--- src/rtl/fp_addsub_pipe.sv ---
// fp_addsub_pipe: parametrised three-stage floating-point adder/subtractor.
//
// Ports:
//   clk        rising-edge clock
//   resetn     synchronous, active-low reset
//   valid_in   operands valid this cycle
//   in_ready   block can accept operands this cycle
//   op_sub     0: in1+in2, 1: in1-in2
//   in1, in2   operands {sign, exp, frac}
//   out_ready  downstream accepts result
//   result     sum/difference
//   valid_out  result valid
//   flags      {invalid, overflow, underflow, inexact}, present only when
//              FP_ADDSUB_FLAGS_EN is defined
//
// Subnormal inputs are treated as signed zero and results that would be
// subnormal are flushed to signed zero. Rounding is round-to-nearest-even.
// The whole pipe advances together on en = out_ready || !valid_out.
module fp_addsub_pipe #(
  parameter int EXP_W  = 8,
  parameter int MAN_W  = 23,
  parameter int DATA_W = 1 + EXP_W + MAN_W
) (
  input  logic              clk,
  input  logic              resetn,
  input  logic              valid_in,
  output logic              in_ready,
  input  logic              op_sub,
  input  logic [DATA_W-1:0] in1,
  input  logic [DATA_W-1:0] in2,
  input  logic              out_ready,
  output logic [DATA_W-1:0] result,
  output logic              valid_out
`ifdef FP_ADDSUB_FLAGS_EN
  ,
  output logic [3:0]        flags
`endif
);

  // Working mantissa: hidden bit + fraction + guard/round/sticky.
  localparam int W       = MAN_W + 4;
  localparam int EXP_MAX = (1 << EXP_W) - 1;

  logic en;
  assign en       = out_ready || !valid_out;
  assign in_ready = en;

  // ---------------- Stage 1: unpack, swap, special detect ----------------
  logic             sign_a, sign_b;
  logic [EXP_W-1:0] exp_a, exp_b;
  logic [MAN_W-1:0] frac_a, frac_b;
  logic [MAN_W:0]   man_a, man_b;
  logic             nan_a, nan_b, inf_a, inf_b;
  logic             c1_sign, c1_nan, c1_inf;
  logic [EXP_W-1:0] c1_exp, c1_diff;
  logic [MAN_W:0]   c1_big, c1_small;

  always_comb begin
    sign_a = in1[DATA_W-1];
    sign_b = in2[DATA_W-1] ^ op_sub;
    exp_a  = in1[DATA_W-2 -: EXP_W];
    exp_b  = in2[DATA_W-2 -: EXP_W];
    frac_a = in1[MAN_W-1:0];
    frac_b = in2[MAN_W-1:0];
    // Zero exponent drops the fraction, so subnormals behave as zero.
    man_a  = (exp_a == '0) ? '0 : {1'b1, frac_a};
    man_b  = (exp_b == '0) ? '0 : {1'b1, frac_b};
    nan_a  = (exp_a == '1) && (frac_a != '0);
    nan_b  = (exp_b == '1) && (frac_b != '0);
    inf_a  = (exp_a == '1) && (frac_a == '0);
    inf_b  = (exp_b == '1) && (frac_b == '0);
    if ({exp_a, man_a} >= {exp_b, man_b}) begin
      c1_sign  = sign_a;
      c1_exp   = exp_a;
      c1_diff  = exp_a - exp_b;
      c1_big   = man_a;
      c1_small = man_b;
    end else begin
      c1_sign  = sign_b;
      c1_exp   = exp_b;
      c1_diff  = exp_b - exp_a;
      c1_big   = man_b;
      c1_small = man_a;
    end
    c1_nan = nan_a | nan_b | (inf_a & inf_b & (sign_a ^ sign_b));
    // After the swap an infinity is always the larger operand, so the
    // result sign c1_sign is also the infinity's sign.
    c1_inf = inf_a | inf_b;
  end

  logic             s1_valid, s1_sign, s1_sub, s1_nan, s1_inf;
  logic [EXP_W-1:0] s1_exp, s1_diff;
  logic [MAN_W:0]   s1_big, s1_small;

  always_ff @(posedge clk) begin
    if (!resetn) begin
      s1_valid <= 1'b0;
      s1_sign  <= 1'b0;
      s1_sub   <= 1'b0;
      s1_nan   <= 1'b0;
      s1_inf   <= 1'b0;
      s1_exp   <= '0;
      s1_diff  <= '0;
      s1_big   <= '0;
      s1_small <= '0;
    end else if (en) begin
      s1_valid <= valid_in;
      s1_sign  <= c1_sign;
      s1_sub   <= sign_a ^ sign_b;
      s1_nan   <= c1_nan;
      s1_inf   <= c1_inf;
      s1_exp   <= c1_exp;
      s1_diff  <= c1_diff;
      s1_big   <= c1_big;
      s1_small <= c1_small;
    end
  end

  // ---------------- Stage 2: align and add/subtract ----------------------
  logic [W-1:0] ext_small, shifted, aligned;
  logic         lost;
  logic [W:0]   c2_sum;

  always_comb begin
    ext_small = {s1_small, 3'b000};
    shifted   = ext_small >> s1_diff;
    lost      = |(ext_small & ~({W{1'b1}} << s1_diff));
    // Far shifts keep only a sticky trace of the smaller operand.
    if (int'(s1_diff) >= MAN_W + 3)
      aligned = {{(W-1){1'b0}}, |s1_small};
    else
      aligned = shifted | {{(W-1){1'b0}}, lost};
    // |big| >= |small| after the swap, so subtraction never goes negative.
    if (s1_sub)
      c2_sum = {1'b0, s1_big, 3'b000} - {1'b0, aligned};
    else
      c2_sum = {1'b0, s1_big, 3'b000} + {1'b0, aligned};
  end

  logic             s2_valid, s2_sign, s2_sub, s2_nan, s2_inf;
  logic [EXP_W-1:0] s2_exp;
  logic [W:0]       s2_sum;

  always_ff @(posedge clk) begin
    if (!resetn) begin
      s2_valid <= 1'b0;
      s2_sign  <= 1'b0;
      s2_sub   <= 1'b0;
      s2_nan   <= 1'b0;
      s2_inf   <= 1'b0;
      s2_exp   <= '0;
      s2_sum   <= '0;
    end else if (en) begin
      s2_valid <= s1_valid;
      s2_sign  <= s1_sign;
      s2_sub   <= s1_sub;
      s2_nan   <= s1_nan;
      s2_inf   <= s1_inf;
      s2_exp   <= s1_exp;
      s2_sum   <= c2_sum;
    end
  end

  // ---------------- Stage 3: normalise, round, pack ----------------------
  int               lz, exp_n, exp_r;
  logic [W-1:0]     norm;
  logic [MAN_W:0]   mant;
  logic [2:0]       grs;
  logic             round_up, is_zero, ovf, unf;
  logic [MAN_W+1:0] mant_r;
  logic [MAN_W-1:0] frac_r;
  logic [DATA_W-1:0] c3_result;

  always_comb begin
    lz = 0;
    for (int i = 0; i < W; i++)
      if (s2_sum[i]) lz = W - 1 - i;
    // A carry out shifts right by one, folding the dropped bit into sticky.
    if (s2_sum[W]) begin
      norm  = {s2_sum[W:2], |s2_sum[1:0]};
      exp_n = int'(s2_exp) + 1;
    end else begin
      norm  = s2_sum[W-1:0] << lz;
      exp_n = int'(s2_exp) - lz;
    end
    mant     = norm[W-1:3];
    grs      = norm[2:0];
    round_up = grs[2] & (grs[1] | grs[0] | mant[0]);
    mant_r   = {1'b0, mant} + {{(MAN_W+1){1'b0}}, round_up};
    // Rounding 1.11..1 up gives 10.00..0: bump the exponent.
    if (mant_r[MAN_W+1]) begin
      frac_r = mant_r[MAN_W:1];
      exp_r  = exp_n + 1;
    end else begin
      frac_r = mant_r[MAN_W-1:0];
      exp_r  = exp_n;
    end
    is_zero = (s2_sum == '0);
    ovf     = !is_zero && (exp_r >= EXP_MAX);
    unf     = !is_zero && (exp_r <= 0);
    if (s2_nan)
      c3_result = {1'b0, {EXP_W{1'b1}}, 1'b1, {(MAN_W-1){1'b0}}};
    else if (s2_inf || ovf)
      c3_result = {s2_sign, {EXP_W{1'b1}}, {MAN_W{1'b0}}};
    else if (is_zero)
      // Exact cancellation is +0; a true add of two zeros keeps their sign.
      c3_result = {s2_sign & !s2_sub, {(DATA_W-1){1'b0}}};
    else if (unf)
      c3_result = {s2_sign, {(DATA_W-1){1'b0}}};
    else
      c3_result = {s2_sign, exp_r[EXP_W-1:0], frac_r};
  end

  always_ff @(posedge clk) begin
    if (!resetn) begin
      valid_out <= 1'b0;
      result    <= '0;
    end else if (en) begin
      valid_out <= s2_valid;
      result    <= c3_result;
    end
  end

`ifdef FP_ADDSUB_FLAGS_EN
  logic [3:0] c3_flags;

  always_comb begin
    c3_flags = 4'b0000;
    if (s2_nan)
      c3_flags = 4'b1000;
    else if (s2_inf || is_zero)
      c3_flags = 4'b0000;
    else if (ovf)
      c3_flags = 4'b0101;
    else if (unf)
      c3_flags = 4'b0011;
    else
      c3_flags = {3'b000, |grs};
  end

  always_ff @(posedge clk) begin
    if (!resetn)
      flags <= 4'b0000;
    else if (en)
      flags <= c3_flags;
  end
`endif

endmodule
--- config.mk ---
export PLATFORM = sky130hd
export DESIGN_NAME = fp_addsub_pipe
export DESIGN_NICKNAME = d
export VERILOG_FILES = /design/src/rtl/fp_addsub_pipe.sv
export SDC_FILE = /design/constraint.sdc
export NUM_CORES = 1
export LEC_CHECK = 0
export CORE_MARGIN = 2
export CORE_UTILIZATION = 32
export DETAILED_ROUTE_END_ITERATION = 10
export HOLD_SLACK_MARGIN = 0.06
export MAX_ROUTING_LAYER = met4
export PLACE_DENSITY = 0.58
export SKIP_CTS_REPAIR_TIMING = 1
export SLEW_MARGIN = 40
export SYNTH_ARGS = -nofsm -noshare
export SYNTH_HDL_FRONTEND = slang
export SYNTH_SLANG_ARGS = --single-unit
export TNS_END_PERCENT = 1
--- constraint.sdc ---
create_clock -name clk -period 15.4 [get_ports clk]
set_input_delay 1.54 -clock clk [delete_from_list [all_inputs] [get_ports clk]]
set_output_delay 1.54 -clock clk [all_outputs]
set_load 0.1 [all_outputs]
[Word level (Yosys, flattened, before mapping)]
Index checks and enable logic that the tools add are counted.
Word-level totals
  bits in registers: 143
  input bits: 69
Operators by class
  add/subtract/negate cells: 8
  equality and inequality tests: 2
  bitwise gates (word level): 14
  shifts and indexed selects: 3
  reductions and logical operators: 21
  $lt $le $gt $ge: 4
  multiplexer cells: 44
Operators with widths (count)
  2-to-1 mux 32 bit: 31
  2-to-1 mux 24 bit: 4
  2-to-1 mux 27 bit: 2
  logical NOT 23 bit: 2
  nonzero test 23 bit: 2
  adder 32 x 2 -> 32 bit, second input constant: 1
  greater-or-equal comparator 32 bit: 1
  greater-or-equal comparator 32 x 9 -> 1 bit, second input constant: 1
  <= comparator 32 x 1 -> 1 bit, second input constant: 1
  left shift 27 x 32 -> 27 bit: 1
  subtractor 9 x 32 -> 32 bit: 1
  2-to-1 mux 31 bit: 1
  adder 27 x 27 -> 28 bit: 1
  logical NOT 28 bit: 1
  2-to-1 mux 28 bit: 1
  subtractor 27 x 27 -> 28 bit: 1
  AND 27 bit: 1
  inverter 27 bit: 1
  OR 27 x 1 -> 27 bit: 1
  OR reduction 27 bit: 1
  left shift 27 x 8 -> 27 bit, first input constant: 1
  right shift 27 x 8 -> 27 bit: 1
  adder 24 x 1 -> 25 bit: 1
  OR reduction 24 bit: 1
  other kinds (16): 36

[Depth between registers and ports, before layout]
Gate-level depths: netlist of the first run.
  depth after elaboration: 40
  gate-level depth with buffers: 31
  mapped depth without buffers: 27

[Worst setup path before layout of the first run]
No wires, ideal clock.
  path type: reg-to-reg
  start point: reg s1_diff[0]
  end point: reg s2_sum[27]
  data required time: 15.283 ns
  data arrival time: 5.866 ns
  stages on the path, launching flop included: 30
  period minus slack after synthesis: 5.983 ns
  setup time: 0.117 ns
  path buffers: 4
  slack: 9.417 ns
  cell sequence: dfxtp_1 -> buf_2 -> clkbuf_1 -> buf_1 -> buf_1 -> mux2_2 -> a211oi_1 -> a211oi_1 -> a21oi_1 -> nor2_1 -> o21ai_0 -> inv_1 -> ha_1 -> inv_1 -> fa_1 -> o21bai_1 -> a21oi_1 -> o21bai_1 -> a21o_1 -> a21oi_1 -> o211ai_1 -> a2111oi_0 -> o41ai_1 -> a21o_1 -> a221oi_1 -> o41ai_1 -> or4_1 -> a31oi_1 -> o21ai_0 -> a32o_1
Between the ends
  longest elaborated chain between the ends: 8
  elaborated cells between the ends (all ways): 11
  those cells by class: add/sub (2); order compare (1); shift (2); mux (2); bitwise (3); reduce/logical (1)
RTL lines
  from (decl): line 92  | logic [EXP_W-1:0] s1_exp, s1_diff;
  from (signal assigned): line 113  | s1_diff <= c1_diff;
  left shift 27 x 8 -> 27 bit: line 127  | lost = |(ext_small & ~({W{1'b1}} << s1_diff));
  inverter 27 bit: line 127
  AND 27 bit: line 127
  OR reduction 27 bit: line 127
  OR 27 x 1 -> 27 bit: line 132  | aligned = shifted | {{(W-1){1'b0}}, lost};
  2-to-1 mux 27 bit (*): line 129  | if (int'(s1_diff) >= MAN_W + 3)
  adder 27 x 27 -> 28 bit or subtractor 27 x 27 -> 28 bit (tied branches): line 137, 135
  2-to-1 mux 28 bit (*): line 134  | if (s1_sub)
  to (signal assigned): line 160  | s2_sum <= c2_sum;
  to (decl): line 142  | logic [W:0] s2_sum;
Every way passes the cells marked *; elsewhere a longest branch is shown, timed or not.
A chain may end at the register's enable or synchronous reset.

[Worst setup path in the final report of the first run]
Same ends and word-level chain as after synthesis.

==> reports/summary.txt, run 1 <==
CTS tree = built
CP max stage delay = 580 ps
Fraction of layout cells with a size suffix above 1 = 8.73%
CP max FO = 54
Area grow syn2layout = 11.4%
Syn Std Cell Area = 0.0153 mm^2
Die Wd = 223 um
First-pass GRT wire length = 86.1 mm
Min Tclk post-route = 6700 ps
Pre-Repair DR Iteration Count = 5
Total number of vias = 16071
CP max stage cell = a2111oi_0
Post-synth ARST share = 0%
Distinct cells, synth = 104
Via/cell ratio = 5.83
Routed WL per cell = 20.2 um
Max-Cap Viols = 0
Worst-Margin Slew = 902 ps
Gr busiest metal = met2
Clock root cell = clkbuf_16
Critical path endpoint category = register
Initial Util = 32.3%
Met3 usage = 3.54%
Max Clk Rate = 149 MHz
Core area = 0.0475 mm^2
Worst path required time = 15760 ps
Crit path kind = reg -> reg
Final Max Slew Viols = 0
Unrepaired setup endpoints after global routing = no
HPWL after DPL = 42.5 mm
Pleak = 0.00697 uW
Largest net degree at the start of global routing = 96
Final Skew = 14.3 ps
1st-iter DRT viols = 1316
N_diodes = 0
Post-synth top flop = dfxtp_1
Nets@finish = 2300
Crit start category = register
R2R setup slack = 8700 ps
#FFs+latches synth = 143
Post-synth EDFFs = 0
Crit path DAT = 7060 ps
Status = complete, no violations
CTS buffer count = 17
GRT Total Usage = 22.4%
DIE HEIGHT = 223 um
DR DRC count = 0
Die Footprint = 0.0497 mm^2
Routability congestion estimate = 0.955
Period utilization = 43.5%
H-Tree Depth = 4
Synthesized instance count = 2143
Longest Clk Path Bufs = 2
PwrDens = 148 mW/mm^2
Grt total ovfl = 0
Sequential share of the synthesized area = 18.7%
Max VDD drop = 0.0935 mV
M2 GR Usage = 36.0%
Clock sink count = 143
I/O Buffers = 102
Clk_lat worst skew = 470 ps
GRT met1 Usage = 28.0%
WL final = 55.6 mm
Worst min-delay path class = reg -> reg
Max-slew headroom at the worst pin = 39.9%
Tot Pwr = 2530 uW
Setup TNS = 0 ps
Mapped Avg Cell Area = 7.16 um^2
Top-Level Pins = 103
Rows = 80
Number of fill cells = 5031
Synth Net Count = 2314
Vias in the first global route = 14967
Post-route ant nets = 0
Antenna violations before repair = 0
Final hold vios = 0
Ys Warns = 0
Final setup vio count = 0
Clock transition at the registers of the reported paths = 70 ps
-- final timing paths --
path | depth (start not counted) | end | from
setup / recovery | 26 | s2_sum[27] | s1_diff[0]
hold / removal | 2 | s1_valid | s1_valid
setup reg to reg | 26 | s2_sum[27] | s1_diff[0]
hold reg to reg | 2 | s1_valid | s1_valid
-- critical path, delay by kind of cell (launching register included) --
family,cells,cell delay (ps)
AO/OA/AOI/OAI,18,4240
buffers and inverters,3,680
AND/OR/NAND/NOR,2,490
multiplexers,1,420
adder cells (fa/ha/maj),2,380
flip-flops,1,310
-- state kept, by name (all words and copies together) (netlist names) --
| register | flops |
|---|---|
| result | 32 |
| s1_big | 24 |
| s1_diff | 8 |
| s1_exp | 8 |
| s1_inf | 1 |
| s1_nan | 1 |
| s1_sign | 1 |
| s1_small | 24 |
| s1_sub | 1 |
| s1_valid | 1 |
| s2_exp | 8 |
| s2_inf | 1 |
| s2_nan | 1 |
| s2_sign | 1 |
| s2_sub | 1 |
| s2_sum | 28 |
| s2_valid | 1 |
| valid_out | 1 |
-- logic make-up after synthesis --
kind of cell / Yosys count / share of synthesized area, %
buf+inv: 260 / 6.89
flops: 143 / 18.7
xor+xnor: 67 / 3.83
mux: 103 / 7.79
compound gates: 626 / 28.0
simple gates: 842 / 26.3
fa+ha+maj: 102 / 8.51
-- metrics by stage --
step	setup slack (ps)	instance area [um^2]	utilization, %	hold WS, ps	instances
floorplan	9420	15300	-	432	2143
global placement	8190	16700	35.0	442	2725
detailed placement	8320	16500	34.7	448	2725
CTS	8770	17100	35.9	457	2757
global route	8310	17100	35.9	487	2757
finish	8700	17100	35.9	456	2757
-- cells in the mapped netlist, drive strengths merged (5+ instances only) --
library cell	number	area, um^2
or4	10	78.8
nor4	36	283
or2	12	75.1
nand3	59	300
a221oi	13	126
o22ai	19	125
nor3	88	445
o41ai	8	70.1
xnor2	44	385
nand2	278	1050
inv	100	375
o31a	10	87.6
a21o	22	166
clkbuf	95	357
ha	98	1230
nand2b	16	100
or3	13	86.3
mux4	11	248
o221a	10	113
a22o	14	123
o221ai	5	43.8
and2	33	206
o2111ai	5	43.8
o21bai	10	75.1
xor2	23	201
o211ai	29	218
dfxtp	143	2860
a31oi	19	131
and3	21	141
nand4	28	181
a2111oi	7	80.1
a21oi	152	776
buf	61	310
nor2b	21	131
o21ai	132	679
nor2	207	790
a32o	12	120
a211oi	75	581
o211a	8	80.1
o31ai	17	138
o21a	8	60.1
a22oi	16	120
mux2i	71	711
mux2	21	236
-- power breakdown --
group          total (uW)  internal (uW)  switching (uW)  leakage (uW)
sequential            508            423            84.9       0.00118
clock                 425            232             192      0.000291
combinational        1600            539            1060       0.00550
total                2530           1190            1340       0.00697
-- per-layer routing --
layer  up-vias  wire (um)
li1       7798          -
met1      7580      24600
met2       574      25800
met3       119       3100
met4         0       2110
met5         -          0
-- layout make-up --
class	instances	area, um^2	area share [%]
clock buffers	18	439	2.57
clock inverters	14	145	0.849
inverters	104	394	2.31
multi-input cells	1740	11500	67.1
flip-flops and latches	143	2870	16.8
well taps	615	769	4.50
repair buffers	123	1020	5.95
-- layout by cell type, fill, tap and decap left out, types with 11 or more instances in the layout --
cell type,n
a31oi_1,17
a22oi_1,16
clkdlybuf4s50_1,68
a21o_1,21
o31ai_1,14
inv_1,94
o22ai_1,18
a22o_1,14
clkbuf_16,17
a32o_1,12
nor2_1,203
nand2b_1,16
nand4_1,27
o211ai_1,29
nor3_1,87
xor2_1,23
nor2b_1,20
mux2i_1,71
o21ai_0,120
nand3_1,58
ha_1,98
and2_1,32
dfxtp_1,141
mux4_2,11
mux2_2,21
nand2_1,275
a211oi_1,73
a221oi_1,11
nor4_1,31
xnor2_1,44
or3_1,12
buf_4,19
a21oi_1,150
buf_2,34
and3_1,19
Note: power is estimated with default switching activity, not from simulation.
==> run 2: changes to the inputs <==
PLACE_DENSITY = 0.6   (was 0.58)
clock period = 6.07 ns   (was 15.4 ns; I/O delays follow)
==> run 2 against run 1 <==
Compared with the run above: die area stayed put; global-route usage is 1.2 points higher; flip-flop and latch count stayed put; hold slack worse by 4.6 ps; first-iteration DRC count is 6.5% higher; sequential share of layout area is 0.46 points lower; cell area is 3.0% higher; total power grew to 2.6 times the previous value; clock skew is 0.62 ps higher.
==> reports/summary.txt, run 2 (same netlist as run 1, synthesis figures left out) <==
I/O Buffers = 102 (unchanged)
Fraction of layout cells with a size suffix above 1 = 11.3% (was 8.73%)
Crit start category = register (unchanged)
First-pass GRT wire length = 90.6 mm (was 86.1 mm)
Rows = 80 (unchanged)
Commonest non-fill, non-tap cells in the layout = 276 x nand2_1, 203 x nor2_1, 150 x a21oi_1 (was 275 x nand2_1, 203 x nor2_1, 150 x a21oi_1)
Unrepaired setup endpoints after global routing = no (unchanged)
Vias in the first global route = 15775 (was 14967)
Final hold vios = 0 (unchanged)
Routability congestion estimate = 1.01 (was 0.955)
Period utilization = 92.8% (was 43.5%)
Start point of the worst hold path = s2_valid (was s1_valid)
Clock transition at the registers of the reported paths = 60 ps (was 70 ps)
Longest Clk Path Bufs = 2 (unchanged)
GRT Total Usage = 23.6% (was 22.4%)
DR DRC count = 0 (unchanged)
CP max FO = 13 (was 54)
Worst R2R Start = s1_diff[0] (unchanged)
PwrDens = 375 mW/mm^2 (was 148 mW/mm^2)
Largest Register = result (unchanged)
HPWL after DPL = 44.7 mm (was 42.5 mm)
Max-Cap Viols = 0 (unchanged)
Via/cell ratio = 5.81 (was 5.83)
N_diodes = 0 (unchanged)
Setup TNS = 0 ps (unchanged)
WP buf/inv = 3 (unchanged)
Nets@finish = 2362 (was 2300)
Gr busiest metal = met2 (unchanged)
Pre-Repair DR Iteration Count = 5 (unchanged)
CTS buffer count = 17 (unchanged)
M2 GR Usage = 38.3% (was 36.0%)
Core area = 0.0475 mm^2 (unchanged)
CP max stage delay = 450 ps (was 580 ps)
Initial Util = 32.3% (unchanged)
Clock sink count = 143 (unchanged)
CP top delay family = compound AO/OA/AOI/OAI gates (unchanged)
Most common cell on crit path = a21oi_1
GRT met1 Usage = 29.1% (was 28.0%)
Max-slew headroom at the worst pin = 40.4% (was 39.9%)
Total number of vias = 16385 (was 16071)
Largest net degree at the start of global routing = 101 (was 96)
H-Tree Depth = 4 (unchanged)
Routed WL per cell = 20.3 um (was 20.2 um)
Largest register FFs = 32 (unchanged)
Max Clk Rate = 178 MHz (was 149 MHz)
Min Tclk post-route = 5630 ps (was 6700 ps)
WL final = 57.2 mm (was 55.6 mm)
Met3 usage = 3.96% (was 3.54%)
CP max stage cell = dfxtp_4 (was a2111oi_0)
Status = complete, no violations (unchanged)
Leading cell type in the layout, fill and taps excluded = nand2_1 (unchanged)
Antenna violations before repair = 0 (unchanged)
Max VDD drop = 0.167 mV (was 0.0935 mV)
Worst min-delay path class = reg -> reg (unchanged)
Cell area after placement = 0.0170 mm^2 (was 0.0165 mm^2)
Die Footprint = 0.0497 mm^2 (unchanged)
Worst path required time = 6430 ps (was 15760 ps)
Final Skew = 14.9 ps (was 14.3 ps)
Finished Cell Area = 0.0176 mm^2 (was 0.0171 mm^2)
DIE HEIGHT = 223 um (unchanged)
Biggest regs = result x32, s2_sum x28 (unchanged)
Pleak = 0.00727 uW (was 0.00697 uW)
Area grow syn2layout = 14.7% (was 11.4%)
Clock root cell = clkbuf_16 (unchanged)
Top-Level Pins = 103 (unchanged)
Post-route ant nets = 0 (unchanged)
Grt total ovfl = 0 (unchanged)
Worst-Margin Slew = 889 ps (was 902 ps)
Crit path kind = reg -> reg (unchanged)
Die Wd = 223 um (unchanged)
1st-iter DRT viols = 1402 (was 1316)
Clk_lat worst skew = 470 ps (about the same)
Final setup vio count = 0 (unchanged)
CP startpoint = s1_diff[0] (unchanged)
CTS tree = built (unchanged)
Critical path endpoint category = register (unchanged)
Final Max Slew Viols = 0 (unchanged)
Crit path DAT = 5990 ps (was 7060 ps)
[run 2: changes by cell type in the layout (fill, tap and decap cells not counted), sizes merged]
| cell | before | now |
|---|---|---|
| buf | 55 | 116 |
| clkbuf | 18 | 21 |
| clkinvlp | 0 | 3 |
| inv | 109 | 103 |
[run 2: routing by layer]
metal	vias to the layer above	part of all wire, %
met5	-	0
met3	125	6.2
met4	0	3.9
met1	7736	43
met2	589	46
li1	7935	-
[run 2: power by group]
group,switching [uW],internal [uW],total (uW)
Combinational,2780,1500,4270
Clock,462,575,1040
Sequential,209,1070,1280
[run 2: area by class of cell]
cell class / instances / area (um^2)
multi-input combinational: 1740 / 11500
inverter: 104 / 394
clock inverter: 11 / 109
clock buffer: 20 / 447
tap: 615 / 769
timing repair buffer: 185 / 1540
fill: 5048 / 30000
sequential: 143 / 2870
[run 2: path summary, 6_finish.rpt]
| kind | to | slack [ps] | depth (start not counted) |
|---|---|---|---|
| setup / recovery | s2_sum[27] | 440 | 28 |
| hold / removal | s2_valid | 450 | 2 |
| setup reg to reg | s2_sum[27] | 440 | 28 |
| hold reg to reg | s2_valid | 450 | 2 |
[run 2: worst register-to-register path, delay by kind of cell, from the launching register on]
kind | cells | cell delay, ps
flip-flops | 1 | 450
buffers and inverters | 3 | 320
AND/OR/NAND/NOR | 4 | 660
adder cells (fa/ha/maj) | 2 | 380
AO/OA/AOI/OAI | 18 | 3380
multiplexers | 1 | 360
[run 2: stage by stage]
step / hold WS, ps / power [uW] / cells / setup slack, ps / util (%)
6_report: 451 / 6590 / 2818 / 437 / 37.0
5_1_grt: 478 / 7000 / 2818 / 46.7 / 37.0
4_1_cts: 456 / 6530 / 2816 / 239 / 36.9
3_5_place_dp: 446 / 5480 / 2785 / 202 / 35.7
3_3_place_gp: 440 / 5530 / 2785 / 244 / 36.0
2_1_floorplan: 432 / 4310 / 2143 / 86.9 / -
